**src/rtl/fetch_pkg.sv**
```systemverilog
// ---------------------------------------------------------------------------
// fetch_pkg : shared types and defaults for the instruction fetch sequencer
// Revision  : 1.0
// ---------------------------------------------------------------------------
`default_nettype none

package fetch_pkg;

    localparam int DEF_PC_W    = 10;
    localparam int DEF_MCODE_W = 9;
    localparam logic [DEF_MCODE_W-1:0] DEF_HALT_INSTR = 9'h1FF;

    localparam int LUT_DEPTH = 4;
    localparam int LUT_IDX_W = 2;

    typedef enum logic [1:0] {
        ST_IDLE = 2'd0,
        ST_FILL = 2'd1,
        ST_RUN  = 2'd2,
        ST_DONE = 2'd3
    } state_t;

endpackage

`default_nettype wire

```
**src/rtl/instr_fetch_if.sv**
```systemverilog
// ---------------------------------------------------------------------------
// instr_fetch_if : control, imem, decoder and LUT-write signals of the fetcher
// Revision       : 1.0
// ---------------------------------------------------------------------------
`default_nettype none

interface instr_fetch_if
    import fetch_pkg::*;
#(
    parameter int PC_W    = DEF_PC_W,
    parameter int MCODE_W = DEF_MCODE_W
);

    logic                 start;
    logic                 done;
    logic [PC_W-1:0]      imem_addr;
    logic [MCODE_W-1:0]   imem_rdata;
    logic [MCODE_W-1:0]   instr;
    logic                 instr_valid;
    logic [PC_W-1:0]      pc;
    logic                 branch;
    logic [LUT_IDX_W-1:0] how_high;
    logic                 lut_we;
    logic [LUT_IDX_W-1:0] lut_idx;
    logic [PC_W-1:0]      lut_data;

    // master: the fetch sequencer; slave: memory, decoder and controller
    modport master (
        input  start, imem_rdata, branch, how_high, lut_we, lut_idx, lut_data,
        output done, imem_addr, instr, instr_valid, pc
    );

    modport slave (
        output start, imem_rdata, branch, how_high, lut_we, lut_idx, lut_data,
        input  done, imem_addr, instr, instr_valid, pc
    );

endinterface

`default_nettype wire

```
**src/rtl/branch_lut.sv**
```systemverilog
// ---------------------------------------------------------------------------
// branch_lut : 4-entry branch-target register file, 1 write / 1 comb read
// Revision   : 1.0
// ---------------------------------------------------------------------------
`default_nettype none

module branch_lut
    import fetch_pkg::*;
#(
    parameter int PC_W = DEF_PC_W
) (
    input  wire logic                 clk,
    input  wire logic                 reset,
    input  wire logic                 we_i,
    input  wire logic [LUT_IDX_W-1:0] widx_i,
    input  wire logic [PC_W-1:0]      wdata_i,
    input  wire logic [LUT_IDX_W-1:0] ridx_i,
    output logic      [PC_W-1:0]      rdata_o
);

    logic [PC_W-1:0] entry_q [LUT_DEPTH];

    always_ff @(posedge clk or negedge reset) begin
        if (!reset) begin
            for (int i = 0; i < LUT_DEPTH; i++) begin
                entry_q[i] <= '0;
            end
        end else if (we_i) begin
            entry_q[widx_i] <= wdata_i;
        end
    end

    // Read sees the registered contents, so a same-cycle write is not visible
    assign rdata_o = entry_q[ridx_i];

endmodule

`default_nettype wire

```
**src/rtl/instr_fetch.sv**
```systemverilog
// ---------------------------------------------------------------------------
// instr_fetch : PC sequencer over a sync-read imem with LUT-redirected branches
// Revision    : 1.0
// ---------------------------------------------------------------------------
`default_nettype none

module instr_fetch
    import fetch_pkg::*;
#(
    parameter int                 PC_W       = DEF_PC_W,
    parameter int                 MCODE_W    = DEF_MCODE_W,
    parameter logic [MCODE_W-1:0] HALT_INSTR = MCODE_W'(DEF_HALT_INSTR)
) (
    input  wire logic   clk,
    input  wire logic   reset,
    instr_fetch_if.master bus
);

    state_t          state_q;
    logic [PC_W-1:0] fetch_pc_q;
    logic [PC_W-1:0] fetch_pc_d;
    logic [PC_W-1:0] dec_pc_q;
    logic            dec_valid_q;
    logic            done_q;

    logic [PC_W-1:0] lut_target;
    logic            is_halt_word;
    logic            instr_valid;
    logic            taken;
    logic            halt;

    branch_lut #(
        .PC_W (PC_W)
    ) u_branch_lut (
        .clk     (clk),
        .reset   (reset),
        .we_i    (bus.lut_we),
        .widx_i  (bus.lut_idx),
        .wdata_i (bus.lut_data),
        .ridx_i  (bus.how_high),
        .rdata_o (lut_target)
    );

    assign is_halt_word = (bus.imem_rdata == HALT_INSTR);
    assign instr_valid  = dec_valid_q && (state_q == ST_RUN) && !is_halt_word;
    assign taken        = instr_valid && bus.branch;
    assign halt         = dec_valid_q && (state_q == ST_RUN) && is_halt_word;
    assign fetch_pc_d   = fetch_pc_q + PC_W'(1);

    always_ff @(posedge clk or negedge reset) begin
        if (!reset) begin
            state_q     <= ST_IDLE;
            fetch_pc_q  <= '0;
            dec_pc_q    <= '0;
            dec_valid_q <= 1'b0;
            done_q      <= 1'b0;
        end else begin
            case (state_q)
                ST_IDLE: begin
                    if (bus.start) begin
                        state_q    <= ST_FILL;
                        fetch_pc_q <= '0;
                    end
                end
                ST_FILL: begin
                    state_q     <= ST_RUN;
                    dec_pc_q    <= '0;
                    dec_valid_q <= 1'b1;
                    fetch_pc_q  <= PC_W'(1);
                end
                ST_RUN: begin
                    if (halt) begin
                        state_q     <= ST_DONE;
                        dec_valid_q <= 1'b0;
                        done_q      <= 1'b1;
                    end else if (taken) begin
                        // Word already in flight is wrong-path; squash it
                        fetch_pc_q  <= lut_target;
                        dec_valid_q <= 1'b0;
                    end else begin
                        dec_pc_q    <= fetch_pc_q;
                        dec_valid_q <= 1'b1;
                        fetch_pc_q  <= fetch_pc_d;
                    end
                end
                ST_DONE: begin
                    if (bus.start) begin
                        state_q    <= ST_FILL;
                        fetch_pc_q <= '0;
                        done_q     <= 1'b0;
                    end
                end
                default: state_q <= ST_IDLE;
            endcase
        end
    end

    assign bus.imem_addr   = fetch_pc_q;
    assign bus.pc          = dec_pc_q;
    assign bus.instr       = bus.imem_rdata;
    assign bus.instr_valid = instr_valid;
    assign bus.done        = done_q;

endmodule

`default_nettype wire

```
**src/flat_wrapper.sv**
```systemverilog
// flat-port wrapper written by rule: the top's interface ports become plain ports
module instr_fetch_flat import fetch_pkg::*;
#(
    parameter int                 PC_W       = DEF_PC_W,
    parameter int                 MCODE_W    = DEF_MCODE_W,
    parameter logic [MCODE_W-1:0] HALT_INSTR = MCODE_W'(DEF_HALT_INSTR)
)
  (clk, reset, bus_start, bus_imem_rdata, bus_branch, bus_how_high, bus_lut_we, bus_lut_idx, bus_lut_data, bus_done, bus_imem_addr, bus_instr, bus_instr_valid, bus_pc);
  instr_fetch_if #(.PC_W(PC_W), .MCODE_W(MCODE_W)) bus_i ();
  input  wire logic clk;
  input  wire logic reset;
  input wire logic [$bits(bus_i.start)-1:0] bus_start;
  input wire logic [$bits(bus_i.imem_rdata)-1:0] bus_imem_rdata;
  input wire logic [$bits(bus_i.branch)-1:0] bus_branch;
  input wire logic [$bits(bus_i.how_high)-1:0] bus_how_high;
  input wire logic [$bits(bus_i.lut_we)-1:0] bus_lut_we;
  input wire logic [$bits(bus_i.lut_idx)-1:0] bus_lut_idx;
  input wire logic [$bits(bus_i.lut_data)-1:0] bus_lut_data;
  output wire logic [$bits(bus_i.done)-1:0] bus_done;
  output wire logic [$bits(bus_i.imem_addr)-1:0] bus_imem_addr;
  output wire logic [$bits(bus_i.instr)-1:0] bus_instr;
  output wire logic [$bits(bus_i.instr_valid)-1:0] bus_instr_valid;
  output wire logic [$bits(bus_i.pc)-1:0] bus_pc;
  assign bus_i.start = bus_start;
  assign bus_i.imem_rdata = bus_imem_rdata;
  assign bus_i.branch = bus_branch;
  assign bus_i.how_high = bus_how_high;
  assign bus_i.lut_we = bus_lut_we;
  assign bus_i.lut_idx = bus_lut_idx;
  assign bus_i.lut_data = bus_lut_data;
  assign bus_done = bus_i.done;
  assign bus_imem_addr = bus_i.imem_addr;
  assign bus_instr = bus_i.instr;
  assign bus_instr_valid = bus_i.instr_valid;
  assign bus_pc = bus_i.pc;
  instr_fetch #(.PC_W(PC_W), .MCODE_W(MCODE_W), .HALT_INSTR(HALT_INSTR)) u_core (.clk(clk), .reset(reset), .bus(bus_i));
endmodule
```
**config.mk**
```make
export PLATFORM = sky130hd
export DESIGN_NAME = instr_fetch_flat
export DESIGN_NICKNAME = d
export VERILOG_FILES = /design/src/rtl/fetch_pkg.sv /design/src/rtl/instr_fetch_if.sv /design/src/rtl/branch_lut.sv /design/src/rtl/instr_fetch.sv /design/src/flat_wrapper.sv
export SDC_FILE = /design/constraint.sdc
export NUM_CORES = 1
export LEC_CHECK = 0
export CORE_ASPECT_RATIO = 1.4
export CORE_MARGIN = 1
export CORE_UTILIZATION = 30
export CTS_BUF_LIST = sky130_fd_sc_hd__clkbuf_8 sky130_fd_sc_hd__clkbuf_16
export DETAILED_ROUTE_END_ITERATION = 7
export PLACE_DENSITY_LB_ADDON = 0.05
export SLEW_MARGIN = 10
export SYNTH_ARGS = -nofsm -noshare
export SYNTH_HDL_FRONTEND = slang
export SYNTH_SLANG_ARGS = --single-unit
```
**constraint.sdc**
```tcl
create_clock -name clk -period 5.9 [get_ports clk]
set_input_delay 1.18 -clock clk [delete_from_list [all_inputs] [get_ports clk]]
set_output_delay 1.18 -clock clk [all_outputs]
set_load 0.02 [all_outputs]
```
### Word-level counts from Yosys, hierarchy flattened

Cells that the tools add are included.

* add/subtract/negate cells: 1
* multipliers: 0
* div/mod/pow operators: 0
* order comparisons: 3
* eq/ne operators: 9
* shift-type cells: 0
* muxes and demuxes: 22
* bitwise operators: 2
* reduce and logical (&&, ||, !) cells: 14

Operators by type and width (number)
* 10-bit two-way mux: 8
* 40-bit bitwise mux: 1
* 10-bit case mux with 3 select lines: 1
* 10-bit binary-select mux with 2-bit select: 1
* 10-bit demux with 2-bit select: 1
* 10-bit case mux with 2 select lines: 1
* 10-bit by 1-bit adder with 10-bit output (second input constant): 1
* 9-bit equality test (second input constant): 1
* 3-bit >= comparator (second input constant): 2
* 2-bit != test (second input constant): 3
* 2-bit inverter with 3-bit output: 2
* 2-bit case mux with 3 select lines: 1
* 3-bit AND reduction: 2
* 1-bit logical AND: 5
* 2-bit equality test (second input constant): 2
* 1-bit two-way mux: 4
* 2-bit two-way mux: 2
* 2-bit by 1-bit != test with 1-bit output (second input constant): 2
* 1-bit case mux with 2 select lines: 2
* 2-bit AND reduction: 2
* 2-bit nonzero test: 2
* 3-bit by 1-bit less-than comparator with 1-bit output (second input constant): 1
* 2-bit by 1-bit equality test with 1-bit output (second input constant): 1
* 2-bit logical NOT: 1
* 2 further kinds: 2

* bits in registers: 64
* latch bits: 0
* memory bits (writable): 0
* ROM bits: 0
* input port bits: 28
* output and inout bits: 31
* word-level logic and storage cells: 60
* memories kept: 0

### Depth between registers and ports, before layout

* depth after elaboration: 7
* depth in mapped cells: 9

### By module

Synthesis repeated with hierarchy kept, for this count alone.

* cell total of the unflattened synthesis: 245
* area total of the unflattened synthesis: 3234.4 um^2

Modules (own cells, without submodules)
* branch_lut: instances 1, cells each 99, area each 1839.3 um^2, sequential area each 1001.0 um^2
* instr_fetch: instances 1, cells each 146, area each 1395.1 um^2, sequential area each 600.6 um^2

### Worst setup path before layout

Ideal clock, no wire load.

* kind: input to output
* from: input port bus_imem_rdata[2]
* to: output port bus_instr_valid
* arrival: 1.794 ns
* data required time: 4.720 ns
* setup slack: 2.926 ns
* stages: 2
* cell sequence: and3_1 > a31oi_1

* word-level cells in the longest chain between the ends: 3

Ends and longest elaborated chain
* start, declared: line flat_wrapper.sv:13 `input wire logic [$bits(bus_i.imem_rdata)-1:0] bus_imem_rdata;`
* 9-bit equality test: line instr_fetch.sv:44 `assign is_halt_word = (bus.imem_rdata == HALT_INSTR);`
* 1-bit logical NOT: line instr_fetch.sv:45 `assign instr_valid = dec_valid_q && (state_q == ST_RUN) && !is_halt_word;`
* 1-bit logical AND: line instr_fetch.sv:45
* end, declared: line flat_wrapper.sv:22 `output wire logic [$bits(bus_i.instr_valid)-1:0] bus_instr_valid;`

No other way between the ends.

### Final worst setup path

Same ends and word-level chain as after synthesis.

==> results.yml <==
global_routing:
  grt_pass1_wl_um: 11500
  grt_overflow: 0
  grt_max_degree: 65
  grt_pass1_vias: 2290
  grtUsageTotal: 0.146
  antenna_found_initial: 0
timing:
  setup_viol: 0
  max_freq_mhz: 261
  finalCritPeriodShare: 0.648
  rsz0062_at_grt: "no"
  max_slew_margin: 0.342
  final-hold-violation-count: 0
  worstMarginPinSlew_ns: 0.983
  post-route-min-period_ns: 3.83
  fin_tns_setup_ns: 0
  skew_ns: 0.00449
  drv_slew: 0
outcome:
  status: "complete, no violations"
die:
  rows: 43
  dieArea_um2: 10800
  initial_core_util: 0.311
  design.portCount: 59
  design.core.area_um2: 10000
  die_h_um: 123
  die_w_um: 88.1
worst_setup_path:
  cpMostUsedCell: "clkdlybuf4s50_1"
  r2r-start: "u_core.state_q[0]$_DFFE_PN0P_"
  rr_worst_depth: 7
  cp.depth: 4
  arrival_ns: 2.65
  r2r_slack_ns: 3.01
  start_kind: "input port"
  cp_max_fo: 5
  crit_path_cell_trace: "clkdlybuf4s50_1, and3_1, a31oi_1, clkdlybuf4s50_1"
  reg2reg_to: "u_core.bus.imem_addr[8]$_DFFE_PN0P_"
  required_ns: 4.72
  cp.buffers_inverters: 2
  crit_type: "input port to output pin"
  max_stage_delay_ns: 0.62
  end_kind: "output pin"
  crit_path_start: "bus_imem_rdata[2]"
  cpLargestDelayFamily: "buffers and inverters"
  crit_slowest_cell: "clkdlybuf4s50_1"
synth:
  ys_ff_latch: 64
  postSynth.asyncResetShare: 1.00
  synth_area_per_cell_um2: 11.9
  yosys.area.top_type_share: 0.515
  syn_inst: 261
  synth_edf_count: 0
  synth_area_um2: 3110
  yosysUniqueCellTypes: 37
  yosys_warnings: 0
  synth_most_common_cell: "dfrtp_1"
  yosysTopAreaCell: "dfrtp_1"
  synth_commonest_cells: "dfrtp_1 (64), mux2_2 (40), nand2_1 (33)"
  yosys-top-cells-area: "dfrtp_1 (51%), mux2_2 (14%), mux4_2 (7.2%)"
  synth-main-ff-cell: "dfrtp_1"
  synthesis.nets: 293
  synth-seq-area-share: 0.515
clock_network:
  path_clk_slew_ns: 0.05
  clock_path_buffers: 2
  clk_latency_ns: 0.32
  post_cts_buffers: 0
  cts_sinks: 64
  cts_tree: "done"
  cts_buffers: 9
  htreeDepth: 3
  cts-root-buf: "clkbuf_16"
  cts_hold_buf: 0
  cts_resized: 0
pwr:
  p_int_w: 0.00104
  power_frac_clock: 0.355
  p_leak_nw: 1.66
  p_switching_w: 0.000446
  sw_frac_of_total: 0.300
  p_per_area_nw_per_um2: 366
  p_comb_frac: 0.266
  ir_drop_mv: 0.184
  sequentialPowerShare: 0.379
routing:
  postRouteAntennaNets: 0
  post-route-drc-count: 0
  drt_wl_total_um: 7180
  met1_length_um: 3150
  first_iter_violations: 80
  wl_met3_um: 398
  highest_layer: "met4"
  vias_per_cell: 4.98
  dr_total_vias: 2246
  drt_first_pass_iters: 4
  wire_per_inst_um: 15.9
  met2WireLength_um: 3500
worst_hold_path:
  hp-start: "u_core.bus.pc[5]$_DFFE_PN0P_"
  min_path_type: "register to register"
  hold_depth: 2
  whs_endpoint: "u_core.bus.pc[5]$_DFFE_PN0P_"
placed_design:
  post-dp-hpwl_um: 4840
  gp_congestion: 0.736
  place_inst: 435
  numPortBuffers: 58
cells_and_area:
  syn_to_final_growth_pct: 30.6
  fin_cells: 451
  diodes: 0
  finalNetCount: 343
  final_layout_size_suffix_gt1_frac: 0.228
job:
  max_cap_violations: 0
==> worst min-delay path: stages, from the launching register on <==
cell and delay [ns]:
dfrtp_1 0.34, nand2_1 0.04, o21ai_0 0.06
==> cells in the final DEF, fill, tap and decap left out, drive strengths merged, types with 2 or more instances in the layout <==
cell type	n
a21oi	10
a22o	3
a31oi	4
and3	4
buf	4
clkbuf	11
clkdlybuf4s50	57
clkinv	2
dfrtp	64
ha	4
inv	7
mux2	40
mux4	10
nand2	33
nand3	7
nand3b	3
nor2	2
nor3	3
nor3b	5
o21ai	21
o2bb2ai	5
o31ai	2
==> cell families (layout without fill, tap and decap cells) <==
logic type / count (synthesis) / in the layout / share of synthesized area
simple gates: 64 / 64 / 0.103
buf+inv: 27 / 82 / 0.0446
fa+ha+maj: 4 / 4 / 0.0161
mux: 51 / 51 / 0.220
flops: 64 / 64 / 0.515
compound gates: 51 / 51 / 0.101
==> through the flow <==
step / area [um^2] / utilization / hold slack, ns / total power, W / setup WS, ns
2_1_floorplan: 3110 / - / 0.474 / 0.000833 / 2.93
5_1_grt: 4070 / 0.406 / 0.502 / 0.00158 / 2.02
6_report: 4070 / 0.406 / 0.475 / 0.00149 / 2.07
4_1_cts: 4070 / 0.406 / 0.482 / 0.00152 / 2.07
3_3_place_gp: 3760 / 0.376 / 0.462 / 0.000970 / 2.08
3_5_place_dp: 3760 / 0.376 / 0.470 / 0.000974 / 2.07
==> how the worst max path moves through the flow <==
stage                 endpoint  slack, ns
2_1_floorplan  bus_instr_valid       2.93
3_3_place_gp   bus_instr_valid       2.08
3_5_place_dp   bus_instr_valid       2.07
4_1_cts        bus_instr_valid       2.07
5_1_grt        bus_instr_valid       2.02
6_report       bus_instr_valid       2.07
==> final cells by class <==
type / count / area, um^2
Timing Repair Buffer: 61 / 598
Clock buffer: 11 / 253
Fill cell: 994 / 5940
Inverter: 5 / 18.8
Sequential cell: 64 / 1600
Multi-Input combinational cell: 170 / 1380
Clock inverter: 5 / 47.5
Tap cell: 135 / 169
==> power by group through the flow <==
| stage | sequential [W] | clock, W | combinational (W) |
|---|---|---|---|
| after floorplan | 0.000568 | 0 | 0.000265 |
| after global placement | 0.000569 | 0 | 0.000401 |
| after detailed placement | 0.000572 | 0 | 0.000402 |
| after CTS | 0.000564 | 0.000549 | 0.000403 |
| after global routing | 0.000574 | 0.000569 | 0.000440 |
| final | 0.000563 | 0.000528 | 0.000395 |
==> flip-flops by register name (all words and copies together), names as in the netlist <==
signal                       cells
u_core.bus.done                  1
u_core.dec_valid_q               1
u_core.u_branch_lut.entry_q     40
u_core.bus.imem_addr            10
u_core.bus.pc                   10
u_core.state_q                   2
==> layer usage <==
layer  vias to the layer above  track usage
li1                       1058            -
met1                      1106        0.170
met2                        71        0.248
met3                        11       0.0316
met4                         0       0.0776
met5                         -            0
Note: power is estimated with default switching activity, not from simulation.
